**src/rtl/rc4_ctrl.sv**
```systemverilog
// rc4_ctrl: RC4 key-schedule and keystream controller driving an external
// three-port S-box RAM. Keystream bytes leave on a valid/ready stream.
// Build option: define RC4_DROP256_EN to discard the first 256 keystream
// bytes (RC4-drop[256]) before anything is presented on the stream.
module rc4_ctrl #(
    parameter int KEY_LEN = 16
) (
    input  logic       i_clk,
    input  logic       i_rst,
    input  logic       i_start,
    input  logic       i_stop,
    output logic [4:0] o_key_idx,
    input  logic [7:0] i_key_byte,
    output logic       o_s_init,
    output logic [7:0] o_raddr_1,
    input  logic [7:0] i_rdata_1,
    output logic       o_wen_2,
    output logic [7:0] o_waddr_2,
    output logic [7:0] o_wdata_2,
    output logic       o_wen_3,
    output logic [7:0] o_addr_3,
    output logic [7:0] o_wdata_3,
    input  logic [7:0] i_rdata_3,
    output logic [7:0] o_ks_data,
    output logic       o_ks_valid,
    input  logic       i_ks_ready,
    output logic       o_busy
);

    typedef enum logic [2:0] {
        S_IDLE,
        S_INIT,
        S_KSA_A,
        S_KSA_B,
        S_PRGA_A,
        S_PRGA_B,
        S_PRGA_C,
        S_OUT
    } state_t;

    localparam logic [4:0] K_LAST = 5'(KEY_LEN - 1);

    state_t     r_state;
    logic [7:0] r_i;
    logic [7:0] r_j;
    logic [7:0] r_tmp;
    logic [7:0] r_ja;
    logic [7:0] r_t;
    logic [4:0] r_k;
    logic [7:0] r_ks_data;
    logic       r_ks_valid;
`ifdef RC4_DROP256_EN
    logic [7:0] r_drop;
    logic       r_dropping;
`endif

    logic [7:0] w_in;
    logic [7:0] w_jn;
    logic [7:0] w_raddr_1;
    logic [7:0] w_addr_3;
    logic       w_wen_2;
    logic [7:0] w_waddr_2;
    logic [7:0] w_wdata_2;
    logic       w_wen_3;
    logic [7:0] w_wdata_3;

    assign w_in = r_i + 8'd1;

    // S-box port decode: the first half of a swap reads both entries and writes
    // S[j] into slot i through port 2; the second half writes the latched S[i]
    // into slot j through port 3, so i == j naturally leaves S unchanged.
    always_comb begin
        w_jn      = r_j;
        w_raddr_1 = 8'd0;
        w_addr_3  = 8'd0;
        w_wen_2   = 1'b0;
        w_waddr_2 = 8'd0;
        w_wdata_2 = 8'd0;
        w_wen_3   = 1'b0;
        w_wdata_3 = 8'd0;
        case (r_state)
            S_KSA_A: begin
                w_raddr_1 = r_i;
                w_jn      = r_j + i_rdata_1 + i_key_byte;
                w_addr_3  = w_jn;
                w_wen_2   = 1'b1;
                w_waddr_2 = r_i;
                w_wdata_2 = i_rdata_3;
            end
            S_KSA_B, S_PRGA_B: begin
                w_addr_3  = r_ja;
                w_wen_3   = 1'b1;
                w_wdata_3 = r_tmp;
            end
            S_PRGA_A: begin
                w_raddr_1 = w_in;
                w_jn      = r_j + i_rdata_1;
                w_addr_3  = w_jn;
                w_wen_2   = 1'b1;
                w_waddr_2 = w_in;
                w_wdata_2 = i_rdata_3;
            end
            S_PRGA_C: begin
                w_raddr_1 = r_t;
            end
            default: begin
                w_jn = r_j;
            end
        endcase
    end

    // Controller state machine, index registers and the registered keystream output.
    always_ff @(posedge i_clk or posedge i_rst) begin
        if (i_rst) begin
            r_state    <= S_IDLE;
            r_i        <= 8'd0;
            r_j        <= 8'd0;
            r_k        <= 5'd0;
            r_tmp      <= 8'd0;
            r_ja       <= 8'd0;
            r_t        <= 8'd0;
            r_ks_data  <= 8'd0;
            r_ks_valid <= 1'b0;
`ifdef RC4_DROP256_EN
            r_drop     <= 8'd0;
            r_dropping <= 1'b0;
`endif
        end else if (r_state != S_IDLE && i_stop) begin
            r_state    <= S_IDLE;
            r_ks_valid <= 1'b0;
        end else begin
            case (r_state)
                S_IDLE: begin
                    if (i_start) begin
                        r_state <= S_INIT;
                        r_i     <= 8'd0;
                        r_j     <= 8'd0;
                        r_k     <= 5'd0;
                    end
                end
                S_INIT: begin
                    r_state <= S_KSA_A;
                end
                S_KSA_A: begin
                    r_tmp   <= i_rdata_1;
                    r_ja    <= w_jn;
                    r_j     <= w_jn;
                    r_state <= S_KSA_B;
                end
                S_KSA_B: begin
                    r_i <= w_in;
                    r_k <= (r_k == K_LAST) ? 5'd0 : r_k + 5'd1;
                    if (r_i == 8'd255) begin
                        r_j     <= 8'd0;
                        r_state <= S_PRGA_A;
`ifdef RC4_DROP256_EN
                        r_drop     <= 8'd0;
                        r_dropping <= 1'b1;
`endif
                    end else begin
                        r_state <= S_KSA_A;
                    end
                end
                S_PRGA_A: begin
                    r_i     <= w_in;
                    r_j     <= w_jn;
                    r_ja    <= w_jn;
                    r_tmp   <= i_rdata_1;
                    r_t     <= i_rdata_1 + i_rdata_3;
                    r_state <= S_PRGA_B;
                end
                S_PRGA_B: begin
`ifdef RC4_DROP256_EN
                    if (r_dropping) begin
                        r_drop  <= r_drop + 8'd1;
                        r_state <= S_PRGA_A;
                        if (r_drop == 8'd255) begin
                            r_dropping <= 1'b0;
                        end
                    end else begin
                        r_state <= S_PRGA_C;
                    end
`else
                    r_state <= S_PRGA_C;
`endif
                end
                S_PRGA_C: begin
                    r_ks_data  <= i_rdata_1;
                    r_ks_valid <= 1'b1;
                    r_state    <= S_OUT;
                end
                S_OUT: begin
                    if (i_ks_ready) begin
                        r_ks_valid <= 1'b0;
                        r_state    <= S_PRGA_A;
                    end
                end
                default: begin
                    r_state <= S_IDLE;
                end
            endcase
        end
    end

    assign o_key_idx  = r_k;
    assign o_s_init   = (r_state == S_INIT);
    assign o_raddr_1  = w_raddr_1;
    assign o_wen_2    = w_wen_2;
    assign o_waddr_2  = w_waddr_2;
    assign o_wdata_2  = w_wdata_2;
    assign o_wen_3    = w_wen_3;
    assign o_addr_3   = w_addr_3;
    assign o_wdata_3  = w_wdata_3;
    assign o_ks_data  = r_ks_data;
    assign o_ks_valid = r_ks_valid;
    assign o_busy     = (r_state != S_IDLE);

endmodule

```
**config.mk**
```make
export PLATFORM = sky130hd
export DESIGN_NAME = rc4_ctrl
export DESIGN_NICKNAME = d
export VERILOG_FILES = /design/src/rtl/rc4_ctrl.sv
export SDC_FILE = /design/constraint.sdc
export NUM_CORES = 1
export LEC_CHECK = 0
export BUFFER_PORTS_ARGS = -buffer_cell sky130_fd_sc_hd__buf_2
export CAP_MARGIN = 20
export CORE_MARGIN = 2
export CORE_UTILIZATION = 45
export DETAILED_ROUTE_END_ITERATION = 7
export PLACE_DENSITY = 0.7
export SETUP_SLACK_MARGIN = 0.4
export SLEW_MARGIN = 40
export SYNTH_ARGS = -nofsm -noshare
export SYNTH_HDL_FRONTEND = slang
export SYNTH_SLANG_ARGS = --single-unit
```
**constraint.sdc**
```tcl
create_clock -name i_clk -period 3.87 [get_ports i_clk]
set_input_delay 0.387 -clock i_clk [delete_from_list [all_inputs] [get_ports i_clk]]
set_output_delay 0.387 -clock i_clk [all_outputs]
set_load 0.02 [all_outputs]
```
==> tab_implementation.tex, run 1 <==
\begin{tabular}{lr}
\hline
Metric & Value \\
\hline
\multicolumn{2}{l}{\textbf{Synthesis}} \\
\quad Net count after synthesis & 510 \\
\quad Synth top area share & 35.5\% \\
\quad Synth cell types & just under 60 \\
\quad Register bit count reported by yosys & 57 \\
\quad Share of the yosys chip area belonging to registers & 35.5\% \\
\quad Synth Flop Type & sky130\_fd\_sc\_hd\_\_dfrtp\_1 \\
\quad EDFF count, synth & 0 \\
\quad Mapped cell area & 4020 µm² \\
\quad Cell types with the highest counts after synthesis & 68 x sky130\_fd\_sc\_hd\_\_nand2\_1, 57 x sky130\_fd\_sc\_hd\_\_dfrtp\_1, 48 x sky130\_fd\_sc\_hd\_\_o21ai\_0 \\
\quad Synthesized area per cell & 8.83 µm² \\
\quad Number of warning messages in the yosys log & 0 \\
\quad Most frequently used cell type in the post-synthesis netlist & sky130\_fd\_sc\_hd\_\_nand2\_1 \\
\quad Proportion of synthesized flip-flops having asynchronous set or reset & 100\% \\
\quad Synthesized instance count & between 400 and 500 \\
\quad Post-synth top area cell & sky130\_fd\_sc\_hd\_\_dfrtp\_1 \\
\quad Top cells by area in the synthesized netlist & sky130\_fd\_sc\_hd\_\_dfrtp\_1 36\%, sky130\_fd\_sc\_hd\_\_ha\_1 7.2\%, sky130\_fd\_sc\_hd\_\_nand2\_1 6.4\% \\
\multicolumn{2}{l}{\textbf{Cells and area}} \\
\quad Syn-to-layout area delta & 26.4\% \\
\quad Antenna Cells & 0 \\
\quad Fraction of layout instances using a drive strength above 1 & a little under a third \\
\quad Cell area after layout & 5080 µm² \\
\quad Filler cell count & between 700 and 800 \\
\quad Number of nets in the layout & approximately 600 \\
\quad Area of the multi-input gates & 2590 µm² \\
\quad Sequential standard cell area & $\sim$1400 µm² \\
\multicolumn{2}{l}{\textbf{Worst setup path}} \\
\quad CP endpoint kind & flop \\
\quad Levels on crit path & 18 \\
\quad Critical Path Max Stage Delay & 0.42 ns \\
\quad Library cell contributing the largest single delay on the critical path & sky130\_fd\_sc\_hd\_\_dfrtp\_1 \\
\quad Number of buffer and inverter stages on the critical path & 7 \\
\quad Cells on worst reg2reg path & 18 \\
\quad CP Data Required Time & roughly 4 ns \\
\quad Series of cell instances along the critical path & ha\_1 -> a21o\_1 -> a21oi\_1 -> xnor2\_1 -> ha\_1 -> a21o\_1 -> a221oi\_4 -> xor2\_2 -> buf\_4 -> buf\_4 -> buf\_4 -> buf\_4 -> buf\_4 -> buf\_4 -> buf\_4 -> nor2\_2 -> a21oi\_1 -> mux2i\_1 \\
\quad Family with the most delay on the worst path & compound AO/OA/AOI/OAI gates \\
\quad Data arrival time at the worst-slack endpoint & 3.82 ns \\
\quad Maximum net fanout on the critical path & 5 \\
\quad Kind of critical path & flop to flop \\
\quad Most frequent CP cell & sky130\_fd\_sc\_hd\_\_buf\_4 \\
\quad CP startpoint kind & flop \\
\multicolumn{2}{l}{\textbf{STA}} \\
\quad Final total negative setup slack & 0 ns \\
\quad Slew Limit Fails & 0 \\
\quad Final count of hold timing violations & 0 \\
\quad Final setup violation count & 0 \\
\quad Share of the cycle needed by the critical path after routing & about 93\% \\
\quad Max Fclk & approximately 280 MHz \\
\quad Hold slack final & around 0.12 ns \\
\quad Setup repair after global routing missed its margin & true \\
\quad Setup Skew & approximately 0.0071 ns \\
\quad Slew at the pin closest to its max-slew limit & 0.834 ns \\
\quad Min cycle time layout & about 3.6 ns \\
\quad Rel. slew slack & 44.2\% \\
\multicolumn{2}{l}{\textbf{Floorplanning}} \\
\quad Initial cell density of the core & $\sim$46\% \\
\quad Die Outline Area & between 9000 and 10000 µm² \\
\quad Die height & 98.5 µm \\
\quad Rows & 34 \\
\quad Die W & a little under 100 µm \\
\quad Io pins & 87 \\
\quad Core area & between 8000 and 9000 µm² \\
\multicolumn{2}{l}{\textbf{Power and ir drop}} \\
\quad Int Power & 2070 µW \\
\quad Final total power & between 3000 and 4000 µW \\
\quad Switching part of the total power & roughly 38\% \\
\quad Leak pwr & between 0.002 and 0.003 µW \\
\quad Max IR drop VDD & between 0.4 and 0.5 mV \\
\quad Relative contribution of the clock network to total power & approximately 18\% \\
\quad Power density cells & 656 nW/µm² \\
\quad Comb pwr share & between 50 and 60\% \\
\quad Net switching power of the design & $\sim$1300 µW \\
\quad Relative contribution of sequential cells to total power & between 20 and 25\% \\
\multicolumn{2}{l}{\textbf{Global routing}} \\
\quad Via count of the first global-routing pass & between 3000 and 4000 \\
\quad Global-route wire length before repair & between 15 and 20 mm \\
\quad Antenna violations before repair & 0 \\
\quad Pin count of the biggest net entering global routing & 47 \\
\quad Final global-route overflow total & 0 \\
\quad Overall global routing resource usage & about 23\% \\
\multicolumn{2}{l}{\textbf{Route}} \\
\quad Average via count per standard cell & between 5 and 6 \\
\quad Drt pass-1 iters & 4 \\
\quad Vias after detailed routing & 3772 \\
\quad Routed len/inst & about 17 µm \\
\quad Starting DRC count in detailed routing & 135 \\
\quad Number of remaining DRC errors & 0 \\
\quad Count of nets left with antenna violations after detail routing & 0 \\
\quad Aggregate routed wire length & $\sim$11 mm \\
\multicolumn{2}{l}{\textbf{Clock network}} \\
\quad Clk pin slew, worst setup/hold paths & about 0.060 ns \\
\quad CTS Buf Count & 9 \\
\quad CTS Hold Buffers Added & 0 \\
\quad TritonCTS clock tree & yes \\
\quad Clock tree sinks & 57 \\
\quad Maximum root-to-sink buffer count & 2 \\
\quad Root Buffer Master & sky130\_fd\_sc\_hd\_\_clkbuf\_8 \\
\quad CTS HTree Levels & 3 \\
\quad Latest clock arrival within the worst-skew pair & around 0.34 ns \\
\multicolumn{2}{l}{\textbf{Placement}} \\
\quad Routability cong. & 0.818 \\
\quad Buffers added on ports & 86 \\
\quad Detail Placement HPWL & around 8 mm \\
\quad Total placed instance area & 4510 µm² \\
\multicolumn{2}{l}{\textbf{Run status}} \\
\quad Run status & finished clean \\
\multicolumn{2}{l}{\textbf{Flow run}} \\
\quad Number of max-cap violations & 0 \\
\multicolumn{2}{l}{\textbf{Worst hold path}} \\
\quad Path type of the worst min-delay path & input pin to asynchronous set/reset pin \\
\hline
\end{tabular}
worst register-to-register path: stages (launching register included):
cell	delay (ns)
sky130_fd_sc_hd__dfrtp_1	0.42
sky130_fd_sc_hd__ha_1	0.31
sky130_fd_sc_hd__a21o_1	0.18
sky130_fd_sc_hd__a21oi_1	0.21
sky130_fd_sc_hd__xnor2_1	0.20
sky130_fd_sc_hd__ha_1	0.33
sky130_fd_sc_hd__a21o_1	0.24
sky130_fd_sc_hd__a221oi_4	0.32
sky130_fd_sc_hd__xor2_2	0.20
sky130_fd_sc_hd__buf_4	0.15
sky130_fd_sc_hd__buf_4	0.09
sky130_fd_sc_hd__buf_4	0.09
sky130_fd_sc_hd__buf_4	0.09
sky130_fd_sc_hd__buf_4	0.09
sky130_fd_sc_hd__buf_4	0.09
sky130_fd_sc_hd__buf_4	0.10
sky130_fd_sc_hd__nor2_2	0.03
sky130_fd_sc_hd__a21oi_1	0.26
sky130_fd_sc_hd__mux2i_1	0.12
power by group through the flow:
stage	combinational (µW)	clock [µW]	sequential, µW
after floorplan	958	0	791
after detailed placement	1190	0	830
final	1920	593	823
after global routing	2080	627	837
after CTS	1670	597	821
after global placement	1170	0	825
logic make-up (layout without fill, tap and decap cells):
| logic type | after synthesis | in the layout | synth area share, % |
|---|---|---|---|
| AO/OA/AOI/OAI | 131 | 131 | 20.7 |
| XOR/XNOR | 17 | 17 | 3.71 |
| adder cells (fa/ha/maj) | 26 | 26 | 8.66 |
| buffers and inverters | 38 | 148 | 4.27 |
| flip-flops | 57 | 57 | 35.5 |
| multiplexers | 26 | 26 | 6.85 |
| AND/OR/NAND/NOR | 160 | 160 | 20.3 |
flip-flops by register name, summed over array words and instances (netlist names):
signal,cells
o_ks_data,8
r_i,8
r_j,8
r_ja,8
r_t,8
r_tmp,8
o_key_idx,5
r_state,3
o_ks_valid,1
worst paths after layout:
check	start	end	slack (ns)
min in group i_clk	i_rdata_1[2]	r_tmp[2]$_DFFE_PP0P_	0.32
min	i_rst	o_key_idx[3]$_DFFE_PP0P_	0.12
max in group asynchronous	i_rst	r_tmp[3]$_DFFE_PP0P_	3.14
max reg2reg	r_j[1]$_DFFE_PP0P_	r_j[5]$_DFFE_PP0P_	0.25
min reg2reg	r_tmp[3]$_DFFE_PP0P_	r_tmp[3]$_DFFE_PP0P_	0.47
max	r_j[1]$_DFFE_PP0P_	r_j[5]$_DFFE_PP0P_	0.25
layout by cell type (no fill, tap or decap), types with 11 or more instances in the layout:
master                     netlist  final
sky130_fd_sc_hd__buf_2          10     83
sky130_fd_sc_hd__nand2_1        68     68
sky130_fd_sc_hd__dfrtp_1        57     56
sky130_fd_sc_hd__o21ai_0        48     43
sky130_fd_sc_hd__buf_4           2     27
sky130_fd_sc_hd__nor2_1         24     23
sky130_fd_sc_hd__a21oi_1        21     19
sky130_fd_sc_hd__ha_1           23     19
sky130_fd_sc_hd__inv_1          19     18
sky130_fd_sc_hd__a21o_1         17     17
sky130_fd_sc_hd__mux2i_1        14     12
sky130_fd_sc_hd__mux2_2         12     12
sky130_fd_sc_hd__nor2b_1        16     12
sky130_fd_sc_hd__clkbuf_8        0     12
sky130_fd_sc_hd__xnor2_1        12     11
layout make-up:
type / count / area share, %
timing repair buffer: 112 / 12.6
inverter: 20 / 1.53
clock inverter: 2 / 0.690
tap: 108 / 2.66
sequential: 57 / 28.1
clock buffer: 14 / 3.40
multi-input combinational: 360 / 51.0
timing repair:
| item | in CTS | in global routing |
|---|---|---|
| resized for setup | 20 | 17 |
| setup buffers | 20 | 3 |
| setup endpoints to repair | 4 | 8 |
| pin swaps | 9 | 9 |
layer usage:
metal / part of all wire, % / track usage, % / vias up
met5: 0 / 0 / -
met4: 1.9 / 6.85 / 0
met3: 4.5 / 4.82 / 21
met2: 50 / 38.8 / 116
met1: 43 / 30.2 / 1813
li1: - / - / 1822
metrics by stage:
stage / cells / util (%) / setup WS (ns)
after floorplan: 455 / - / 0.655
after global placement: 634 / 51.9 / 0.367
after detailed placement: 634 / 52.0 / 0.291
after CTS: 670 / 57.1 / 0.340
after global routing: 673 / 58.5 / 0.142
final: 673 / 58.5 / 0.254
Note: power is estimated with default switching activity, not from simulation.
==> run 2, diff against run 1 <==
ABC_AREA = 1   (was not set)
PLACE_DENSITY = 0.71   (was 0.7)
REMOVE_ABC_BUFFERS = 1   (was not set)
clock period = 4.1 ns   (was 3.87 ns; I/O delays follow)
==> run 2 against run 1 <==
  * Hold slack got worse by 0.030 ns
  * Global-route usage down 2.4 points
  * Area after synthesis fell by 5.9%
  * Setup slack improved by 0.34 ns
  * Via count decreased by 9.6%
  * Core utilization fell by 3.2 points
  * Combinational power shrank 39%
  * Synthesized cell count up 7.9%
  * Sequential power is 6.2% lower
  * Clock power shrank 27%
  * Sequential share of layout area up 3.4 points
  * Flip-flop and latch count unchanged
==> tab_implementation.tex, run 2 <==
\begin{tabular}{lr}
\hline
Metric & Value \\
\hline
\multicolumn{2}{l}{\textbf{Cells and area}} \\
\quad Utilization after layout & 55.3\% (was 58.5\%) \\
\quad Filler cell count & 785 (was 779) \\
\quad Commonest non-fill, non-tap cells in the layout & 140 x sky130\_fd\_sc\_hd\_\_nand2\_1, 85 x sky130\_fd\_sc\_hd\_\_buf\_2, 69 x sky130\_fd\_sc\_hd\_\_inv\_1, 57 x sky130\_fd\_sc\_hd\_\_dfrtp\_1, 30 x sky130\_fd\_sc\_hd\_\_o21ai\_0 (was 83 x sky130\_fd\_sc\_hd\_\_buf\_2, 68 x sky130\_fd\_sc\_hd\_\_nand2\_1, 56 x sky130\_fd\_sc\_hd\_\_dfrtp\_1, 43 x sky130\_fd\_sc\_hd\_\_o21ai\_0, 27 x sky130\_fd\_sc\_hd\_\_buf\_4) \\
\quad Fraction of layout instances using a drive strength above 1 & 24.4\% (was 31.9\%) \\
\quad Sequential standard cell area & 1430 µm² (about the same) \\
\quad Number of nets in the layout & 640 (was 615) \\
\quad Antenna Cells & 0 (unchanged) \\
\quad Syn-to-layout area delta & 19.7\% (was 26.4\%) \\
\quad Leading cell type in the layout, fill and taps excluded & sky130\_fd\_sc\_hd\_\_nand2\_1 (was sky130\_fd\_sc\_hd\_\_buf\_2) \\
\quad Area of the multi-input gates & 2050 µm² (was 2590 µm²) \\
\multicolumn{2}{l}{\textbf{Power and ir drop}} \\
\quad Net switching power of the design & 1060 µW (was 1260 µW) \\
\quad Max IR drop VDD & 0.282 mV (was 0.407 mV) \\
\quad Relative contribution of the clock network to total power & 18.3\% (was 17.8\%) \\
\quad Leak pwr & 0.00259 µW (was 0.00263 µW) \\
\quad Power density cells & 525 nW/µm² (was 656 nW/µm²) \\
\quad Int Power & 1310 µW (was 2070 µW) \\
\quad Final total power & 2370 µW (was 3330 µW) \\
\quad Comb pwr share & 49.2\% (was 57.5\%) \\
\quad Relative contribution of sequential cells to total power & 32.5\% (was 24.7\%) \\
\quad Switching part of the total power & 44.8\% (was 37.9\%) \\
\multicolumn{2}{l}{\textbf{Worst setup path}} \\
\quad Levels on crit path & 15 (was 18) \\
\quad Series of cell instances along the critical path & ha\_1 -> fa\_2 -> nand3\_1 -> nand2\_1 -> or2\_2 -> nand2\_1 -> inv\_1 -> ha\_1 -> a21oi\_2 -> o21ai\_0 -> a31oi\_1 -> nand3\_1 -> nand3\_1 -> nand3\_1 -> buf\_4 (was ha\_1 -> a21o\_1 -> a21oi\_1 -> xnor2\_1 -> ha\_1 -> a21o\_1 -> a221oi\_4 -> xor2\_2 -> buf\_4 -> buf\_4 -> buf\_4 -> buf\_4 -> buf\_4 -> buf\_4 -> buf\_4 -> nor2\_2 -> a21oi\_1 -> mux2i\_1) \\
\quad Start of the worst register-to-register path & r\_j[0]\$\_DFFE\_PP0P\_ (was r\_j[1]\$\_DFFE\_PP0P\_) \\
\quad CP startpoint kind & flop (unchanged) \\
\quad Number of buffer and inverter stages on the critical path & 2 (was 7) \\
\quad Worst setup startpoint & r\_j[0]\$\_DFFE\_PP0P\_ (was r\_j[1]\$\_DFFE\_PP0P\_) \\
\quad Critical Path Max Stage Delay & 0.38 ns (was 0.42 ns) \\
\quad Reg-to-reg setup timing slack & 1.26 ns (was 0.25 ns) \\
\quad CP endpoint kind & primary output (was flop) \\
\quad Kind of critical path & flop to primary output (was flop to flop) \\
\quad Capturing instance or port of the critical path & o\_addr\_3[7] (was r\_j[5]\$\_DFFE\_PP0P\_) \\
\quad End of the worst register-to-register path & r\_ja[7]\$\_DFFE\_PP0P\_ (was r\_j[5]\$\_DFFE\_PP0P\_) \\
\quad Data arrival time at the worst-slack endpoint & 3.10 ns (was 3.82 ns) \\
\quad CP Data Required Time & 3.69 ns (was 4.07 ns) \\
\quad Family with the most delay on the worst path & adder cells (was compound AO/OA/AOI/OAI gates) \\
\quad Maximum net fanout on the critical path & 4 (was 5) \\
\quad Most frequent CP cell & sky130\_fd\_sc\_hd\_\_nand3\_1 (was sky130\_fd\_sc\_hd\_\_buf\_4) \\
\quad Cells on worst reg2reg path & 16 (was 18) \\
\quad Library cell contributing the largest single delay on the critical path & sky130\_fd\_sc\_hd\_\_dfrtp\_1 (unchanged) \\
\multicolumn{2}{l}{\textbf{Run status}} \\
\quad Run status & finished clean (unchanged) \\
\multicolumn{2}{l}{\textbf{Placement}} \\
\quad Setup slack after placement & 0.678 ns (was 0.291 ns) \\
\quad Buffers added on ports & 86 (unchanged) \\
\quad Routability cong. & 0.849 (was 0.818) \\
\quad Detail Placement HPWL & 6.96 mm (was 7.85 mm) \\
\multicolumn{2}{l}{\textbf{Synthesis}} \\
\quad Synth Flop Type & sky130\_fd\_sc\_hd\_\_dfrtp\_1 (unchanged) \\
\quad Proportion of synthesized flip-flops having asynchronous set or reset & 100\% (unchanged) \\
\quad Top cells by area in the synthesized netlist & sky130\_fd\_sc\_hd\_\_dfrtp\_1 38\%, sky130\_fd\_sc\_hd\_\_nand2\_1 14\%, sky130\_fd\_sc\_hd\_\_ha\_1 7.6\% (was sky130\_fd\_sc\_hd\_\_dfrtp\_1 36\%, sky130\_fd\_sc\_hd\_\_ha\_1 7.2\%, sky130\_fd\_sc\_hd\_\_nand2\_1 6.4\%) \\
\quad Register bit count reported by yosys & 57 (unchanged) \\
\quad Mapped cell area & 3780 µm² (was 4020 µm²) \\
\quad Cell types with the highest counts after synthesis & 140 x sky130\_fd\_sc\_hd\_\_nand2\_1, 70 x sky130\_fd\_sc\_hd\_\_inv\_1, 57 x sky130\_fd\_sc\_hd\_\_dfrtp\_1 (was 68 x sky130\_fd\_sc\_hd\_\_nand2\_1, 57 x sky130\_fd\_sc\_hd\_\_dfrtp\_1, 48 x sky130\_fd\_sc\_hd\_\_o21ai\_0) \\
\quad Synthesized area per cell & 7.70 µm² (was 8.83 µm²) \\
\quad Synthesized instance count & 491 (was 455) \\
\quad EDFF count, synth & 0 (unchanged) \\
\quad Share of the yosys chip area belonging to registers & 37.7\% (was 35.5\%) \\
\quad Most frequently used cell type in the post-synthesis netlist & sky130\_fd\_sc\_hd\_\_nand2\_1 (unchanged) \\
\quad Synth cell types & 36 (was 59) \\
\quad Post-synth top area cell & sky130\_fd\_sc\_hd\_\_dfrtp\_1 (unchanged) \\
\quad Synth top area share & 37.7\% (was 35.5\%) \\
\quad Number of warning messages in the yosys log & 0 (unchanged) \\
\multicolumn{2}{l}{\textbf{Clock network}} \\
\quad Root Buffer Master & sky130\_fd\_sc\_hd\_\_clkbuf\_8 (unchanged) \\
\quad Clk pin slew, worst setup/hold paths & 0.07 ns (was 0.06 ns) \\
\quad CTS HTree Levels & 3 (unchanged) \\
\quad TritonCTS clock tree & yes (unchanged) \\
\quad Maximum root-to-sink buffer count & 2 (unchanged) \\
\quad CTS Buf Count & 9 (unchanged) \\
\quad CTS Hold Buffers Added & 0 (unchanged) \\
\quad Clock tree sinks & 57 (unchanged) \\
\quad Latest clock arrival within the worst-skew pair & 0.33 ns (was 0.34 ns) \\
\multicolumn{2}{l}{\textbf{STA}} \\
\quad Share of the cycle needed by the critical path after routing & between 80 and 90\% \\
\quad Final count of hold timing violations & 0 (unchanged) \\
\quad Min cycle time layout & 3.51 ns \\
\quad Final total negative setup slack & 0 ns (unchanged) \\
\quad Setup repair after global routing missed its margin & false (was true) \\
\quad Min setup slack post-route & 0.590 ns (was 0.254 ns) \\
\quad Slew Limit Fails & 0 (unchanged) \\
\quad Final setup violation count & 0 (unchanged) \\
\quad Rel. slew slack & 63.9\% (was 44.2\%) \\
\quad Slew at the pin closest to its max-slew limit & 0.541 ns (was 0.834 ns) \\
\quad Max Fclk & around 280 MHz \\
\quad Setup Skew & 0.0104 ns (was 0.00707 ns) \\
\multicolumn{2}{l}{\textbf{Floorplanning}} \\
\quad Die Outline Area & 9150 µm² (was 9700 µm²) \\
\quad Initial cell density of the core & 46.2\% (was 46.3\%) \\
\quad Io pins & 87 (unchanged) \\
\quad Die W & 95.6 µm (was 98.5 µm) \\
\quad Rows & 33 (was 34) \\
\quad Die height & 95.6 µm (was 98.5 µm) \\
\quad Core area & 8180 µm² (was 8680 µm²) \\
\multicolumn{2}{l}{\textbf{Global routing}} \\
\quad Final global-route overflow total & 0 (unchanged) \\
\quad Via count of the first global-routing pass & 3186 (was 3659) \\
\quad Global-route wire length before repair & 14.5 mm (was 18.1 mm) \\
\quad Pin count of the biggest net entering global routing & 37 (was 47) \\
\quad Antenna violations before repair & 0 (unchanged) \\
\quad Overall global routing resource usage & 20.6\% (was 23.1\%) \\
\multicolumn{2}{l}{\textbf{Route}} \\
\quad Number of remaining DRC errors & 0 (unchanged) \\
\quad Vias after detailed routing & 3411 (was 3772) \\
\quad Drt pass-1 iters & 4 (unchanged) \\
\quad Count of nets left with antenna violations after detail routing & 0 (unchanged) \\
\quad Starting DRC count in detailed routing & 118 (was 135) \\
\quad Routed len/inst & 12.8 µm (was 16.6 µm) \\
\quad Aggregate routed wire length & 8.90 mm (was 11.2 mm) \\
\quad Average via count per standard cell & 4.91 (was 5.60) \\
\multicolumn{2}{l}{\textbf{Flow run}} \\
\quad Number of max-cap violations & 0 (unchanged) \\
\multicolumn{2}{l}{\textbf{Worst hold path}} \\
\quad Path type of the worst min-delay path & input pin to asynchronous set/reset pin (unchanged) \\
\hline
\end{tabular}
## run 2: timing repair
action	4_1_cts	5_1_grt
setup endpoints to repair	0	2
setup buffers	0	1
resized for setup	0	5
## run 2: routing by layer
metal	up-vias	GRT usage, %	share of wire, %
li1	1767	-	-
met1	1549	26.2	46
met2	87	35.5	49
met3	8	3.72	4.8
met4	0	6.55	1.1
met5	-	0	0
## run 2: worst min path at each step
stage          slack, ns                        to  cells after the start
2_1_floorplan       0.44        r_t[0]$_DFFE_PP0P_                      2
6_report            0.09  o_key_idx[1]$_DFFE_PP0P_                      2
3_3_place_gp        0.44  o_key_idx[1]$_DFFE_PP0P_                      2
3_5_place_dp        0.46  o_key_idx[1]$_DFFE_PP0P_                      2
4_1_cts              0.1    o_ks_valid$_DFFE_PP0P_                      2
5_1_grt             0.12    o_ks_valid$_DFFE_PP0P_                      2
## run 2: power by group through the flow
stage               Clock, µW  Combinational, µW  Sequential, µW
floorplan                   0                838             774
global placement            0               1120             775
detailed placement          0               1140             780
CTS                       445               1150             772
global route              474               1310             787
finish                    434               1170             772
## run 2: kinds of logic (layout without fill, tap and decap cells)
group / count (synthesis) / in the layout / synth area share, %
DFF: 57 / 57 / 37.7
xor gates and xnor gates: 18 / 18 / 4.17
buffers and inverters: 84 / 183 / 8.68
adders and majority gates: 26 / 26 / 9.21
and+or+nand+nor: 222 / 222 / 26.2
AOI/OAI and AO/OA: 76 / 76 / 11.6
muxes: 8 / 8 / 2.35
## run 2: layout make-up
class	count	area share, %
Sequential cell	57	31.5
Clock buffer	10	2.82
Multi-Input combinational cell	350	45.4
Timing Repair Buffer	89	10.1
Tap cell	105	2.91
Clock inverter	6	0.775
Inverter	78	6.53
## run 2: per-stage QoR
step	cell area, µm²	hold slack (ns)	cells
detailed placement	4320	0.464	678
floorplan	3750	0.442	485
CTS	4490	0.0994	694
finish	4520	0.0861	695
global placement	4320	0.443	678
global route	4520	0.121	695
==> run 3, diff against run 2 <==
PLACE_DENSITY = 0.69   (was 0.71)
==> run 3 against run 2 <==
  * Via count up 0.21%
  * Fmax up 3.3%
  * Sequential power about the same
  * Final area up 2.1%
  * Combinational power about the same
  * First-iteration DRC count down 31%
  * Global-route usage up 0.51 points
  * Sequential share of layout area down 0.66 points
  * Wire length up 0.25%
  * Largest cell class unchanged
  * Highest routed layer unchanged
==> tab_implementation.tex, run 3 (synthesis gave the netlist of run 2 again) <==
\begin{tabular}{lr}
\hline
Metric & Value \\
\hline
\multicolumn{2}{l}{\textbf{Run status}} \\
\quad Run status & finished clean (unchanged) \\
\multicolumn{2}{l}{\textbf{Global routing}} \\
\quad Overall global routing resource usage & 21.1\% (was 20.6\%) \\
\quad Final global-route overflow total & 0 (unchanged) \\
\quad Via count of the first global-routing pass & 3217 (was 3186) \\
\quad Global-route wire length before repair & 14.9 mm (was 14.5 mm) \\
\quad Pin count of the biggest net entering global routing & 37 (unchanged) \\
\quad Antenna violations before repair & 0 (unchanged) \\
\multicolumn{2}{l}{\textbf{STA}} \\
\quad Setup Skew & 0.0104 ns (about the same) \\
\quad Slew Limit Fails & 0 (unchanged) \\
\quad Rel. slew slack & 64.5\% (was 63.9\%) \\
\quad Setup repair after global routing missed its margin & false (unchanged) \\
\quad Min cycle time layout & 3.40 ns (was 3.51 ns) \\
\quad Final total negative setup slack & 0 ns (unchanged) \\
\quad Max Fclk & 294 MHz (was 285 MHz) \\
\quad Final setup violation count & 0 (unchanged) \\
\quad Final count of hold timing violations & 0 (unchanged) \\
\quad Share of the cycle needed by the critical path after routing & 82.9\% (was 85.6\%) \\
\quad Slew at the pin closest to its max-slew limit & 0.532 ns (was 0.541 ns) \\
\multicolumn{2}{l}{\textbf{Worst setup path}} \\
\quad End of the worst register-to-register path & r\_ja[6]\$\_DFFE\_PP0P\_ (was r\_ja[7]\$\_DFFE\_PP0P\_) \\
\quad CP endpoint kind & primary output (unchanged) \\
\quad Start of the worst register-to-register path & r\_j[0]\$\_DFFE\_PP0P\_ (unchanged) \\
\quad Data arrival time at the worst-slack endpoint & 2.99 ns (was 3.10 ns) \\
\quad Maximum net fanout on the critical path & 4 (unchanged) \\
\quad Cells on worst reg2reg path & 14 (was 16) \\
\quad Kind of critical path & flop to primary output (unchanged) \\
\quad CP Data Required Time & 3.69 ns (about the same) \\
\quad Reg-to-reg setup timing slack & 1.37 ns (was 1.26 ns) \\
\quad CP startpoint kind & flop (unchanged) \\
\multicolumn{2}{l}{\textbf{Cells and area}} \\
\quad Commonest non-fill, non-tap cells in the layout & 140 x sky130\_fd\_sc\_hd\_\_nand2\_1, 85 x sky130\_fd\_sc\_hd\_\_buf\_2, 69 x sky130\_fd\_sc\_hd\_\_inv\_1, 57 x sky130\_fd\_sc\_hd\_\_dfrtp\_1, 30 x sky130\_fd\_sc\_hd\_\_o21ai\_0 (unchanged) \\
\quad Antenna Cells & 0 (unchanged) \\
\quad Syn-to-layout area delta & 22.2\% (was 19.7\%) \\
\quad Fraction of layout instances using a drive strength above 1 & 24.9\% (was 24.4\%) \\
\quad Leading cell type in the layout, fill and taps excluded & sky130\_fd\_sc\_hd\_\_nand2\_1 (unchanged) \\
\quad Final instance count without filler cells & 695 (unchanged) \\
\quad Number of nets in the layout & 640 (unchanged) \\
\multicolumn{2}{l}{\textbf{Route}} \\
\quad Starting DRC count in detailed routing & 82 (was 118) \\
\quad Aggregate routed wire length & 8.93 mm (was 8.90 mm) \\
\quad Number of remaining DRC errors & 0 (unchanged) \\
\quad Vias after detailed routing & 3418 (was 3411) \\
\quad Drt pass-1 iters & 4 (unchanged) \\
\quad Routed len/inst & 12.8 µm (about the same) \\
\quad Average via count per standard cell & 4.92 (was 4.91) \\
\quad Count of nets left with antenna violations after detail routing & 0 (unchanged) \\
\multicolumn{2}{l}{\textbf{Floorplanning}} \\
\quad Die Outline Area & 9150 µm² (unchanged) \\
\quad Initial cell density of the core & 46.2\% (unchanged) \\
\quad Die height & 95.6 µm (unchanged) \\
\quad Die W & 95.6 µm (unchanged) \\
\quad Rows & 33 (unchanged) \\
\quad Core area & 8180 µm² (unchanged) \\
\quad Io pins & 87 (unchanged) \\
\multicolumn{2}{l}{\textbf{Placement}} \\
\quad Routability cong. & 0.854 (was 0.849) \\
\quad Detail Placement HPWL & 6.95 mm (was 6.96 mm) \\
\quad Number of placed instances, taps included & 678 (unchanged) \\
\quad Buffers added on ports & 86 (unchanged) \\
\multicolumn{2}{l}{\textbf{Clock network}} \\
\quad Maximum root-to-sink buffer count & 2 (unchanged) \\
\quad Clk pin slew, worst setup/hold paths & 0.07 ns (about the same) \\
\quad Latest clock arrival within the worst-skew pair & 0.33 ns (about the same) \\
\quad CTS Buf Count & 9 (unchanged) \\
\quad CTS HTree Levels & 3 (unchanged) \\
\quad Root Buffer Master & sky130\_fd\_sc\_hd\_\_clkbuf\_8 (unchanged) \\
\quad Clock tree sinks & 57 (unchanged) \\
\quad TritonCTS clock tree & yes (unchanged) \\
\multicolumn{2}{l}{\textbf{Power and ir drop}} \\
\quad Power density cells & 561 nW/µm² (was 525 nW/µm²) \\
\quad Max IR drop VDD & 0.259 mV (was 0.282 mV) \\
\quad Leak pwr & 0.00263 µW (was 0.00259 µW) \\
\multicolumn{2}{l}{\textbf{Flow run}} \\
\quad Number of max-cap violations & 0 (unchanged) \\
\multicolumn{2}{l}{\textbf{Worst hold path}} \\
\quad Path type of the worst min-delay path & input pin to asynchronous set/reset pin (unchanged) \\
\hline
\end{tabular}
run 3: cell count changes in the layout (fill, tap and decap cells not counted):
cell,before,now
sky130_fd_sc_hd__ha_4,1,2
sky130_fd_sc_hd__clkbuf_1,1,0
sky130_fd_sc_hd__a21oi_1,18,17
sky130_fd_sc_hd__clkinvlp_4,2,0
sky130_fd_sc_hd__ha_1,22,21
sky130_fd_sc_hd__clkbuf_8,9,10
sky130_fd_sc_hd__clkinv_2,4,3
sky130_fd_sc_hd__bufinv_16,0,3
sky130_fd_sc_hd__a21oi_2,1,2
run 3: power breakdown:
group	switching, µW	internal, µW	leakage [µW]
clock	229	417	0.000126
sequential	71.7	699	0.000754
combinational	770	405	0.00175
total	1070	1520	0.00263
run 3: how the worst max path moves through the flow:
| stage | startpoint | end | slack (ns) | cells past startpoint |
|---|---|---|---|---|
| finish | r_j[0]$_DFFE_PP0P_ | o_addr_3[7] | 0.70 | 15 |
| floorplan | i_rdata_1[0] | o_addr_3[7] | 1.09 | 14 |
| detailed placement | i_rdata_1[0] | o_addr_3[7] | 0.71 | 17 |
| global placement | i_rdata_1[0] | o_addr_3[7] | 0.79 | 17 |
| global route | r_j[0]$_DFFE_PP0P_ | o_addr_3[7] | 0.44 | 17 |
| CTS | r_j[0]$_DFFE_PP0P_ | o_addr_3[7] | 0.53 | 16 |
run 3: final cells by class:
class	count	area [µm²]
clock buffers	10	138
well taps	105	131
fillers	782	3560
inverters	78	295
multi-input cells	350	2070
flip-flops and latches	57	1430
repair buffers	89	455
clock inverters	6	105
run 3: routing by layer:
metal | wire length [µm] | GRT usage, %
met4 | 79 | 4.76
met2 | 4270 | 36.3
met3 | 364 | 4.03
met1 | 4210 | 27.6
met5 | 0 | 0
run 3: worst max-delay path, stage by stage, from the launching register on:
cell                      delay (ns)
sky130_fd_sc_hd__dfrtp_1        0.38
sky130_fd_sc_hd__ha_1           0.21
sky130_fd_sc_hd__fa_2           0.35
sky130_fd_sc_hd__nand3_1        0.09
sky130_fd_sc_hd__nand2_1        0.06
sky130_fd_sc_hd__or2_2          0.27
sky130_fd_sc_hd__nand2_1        0.06
sky130_fd_sc_hd__inv_1          0.07
sky130_fd_sc_hd__ha_4           0.24
sky130_fd_sc_hd__a21oi_2        0.18
sky130_fd_sc_hd__o21ai_0        0.09
sky130_fd_sc_hd__a31oi_1        0.19
sky130_fd_sc_hd__nand3_1        0.11
sky130_fd_sc_hd__nand3_1        0.11
sky130_fd_sc_hd__nand3_1        0.08
sky130_fd_sc_hd__buf_4          0.16
run 3: what timing repair did:
item                                    in CTS  in global routing
endpoints found under the setup margin       0                  1
setup buffers                                0                  1
hold buffers                                 0                  0
gates resized for setup                      0                  7
run 3: through the flow:
stage | hold slack (ns) | setup WS (ns) | power (µW) | utilization, % | instance area, µm²
3_5_place_dp | 0.464 | 0.712 | 1920 | 52.9 | 4320
2_1_floorplan | 0.442 | 1.09 | 1610 | - | 3750
3_3_place_gp | 0.444 | 0.794 | 1890 | 52.9 | 4320
5_1_grt | 0.133 | 0.441 | 2800 | 56.5 | 4620
4_1_cts | 0.103 | 0.529 | 2580 | 55.8 | 4570
6_report | 0.0827 | 0.701 | 2590 | 56.5 | 4620
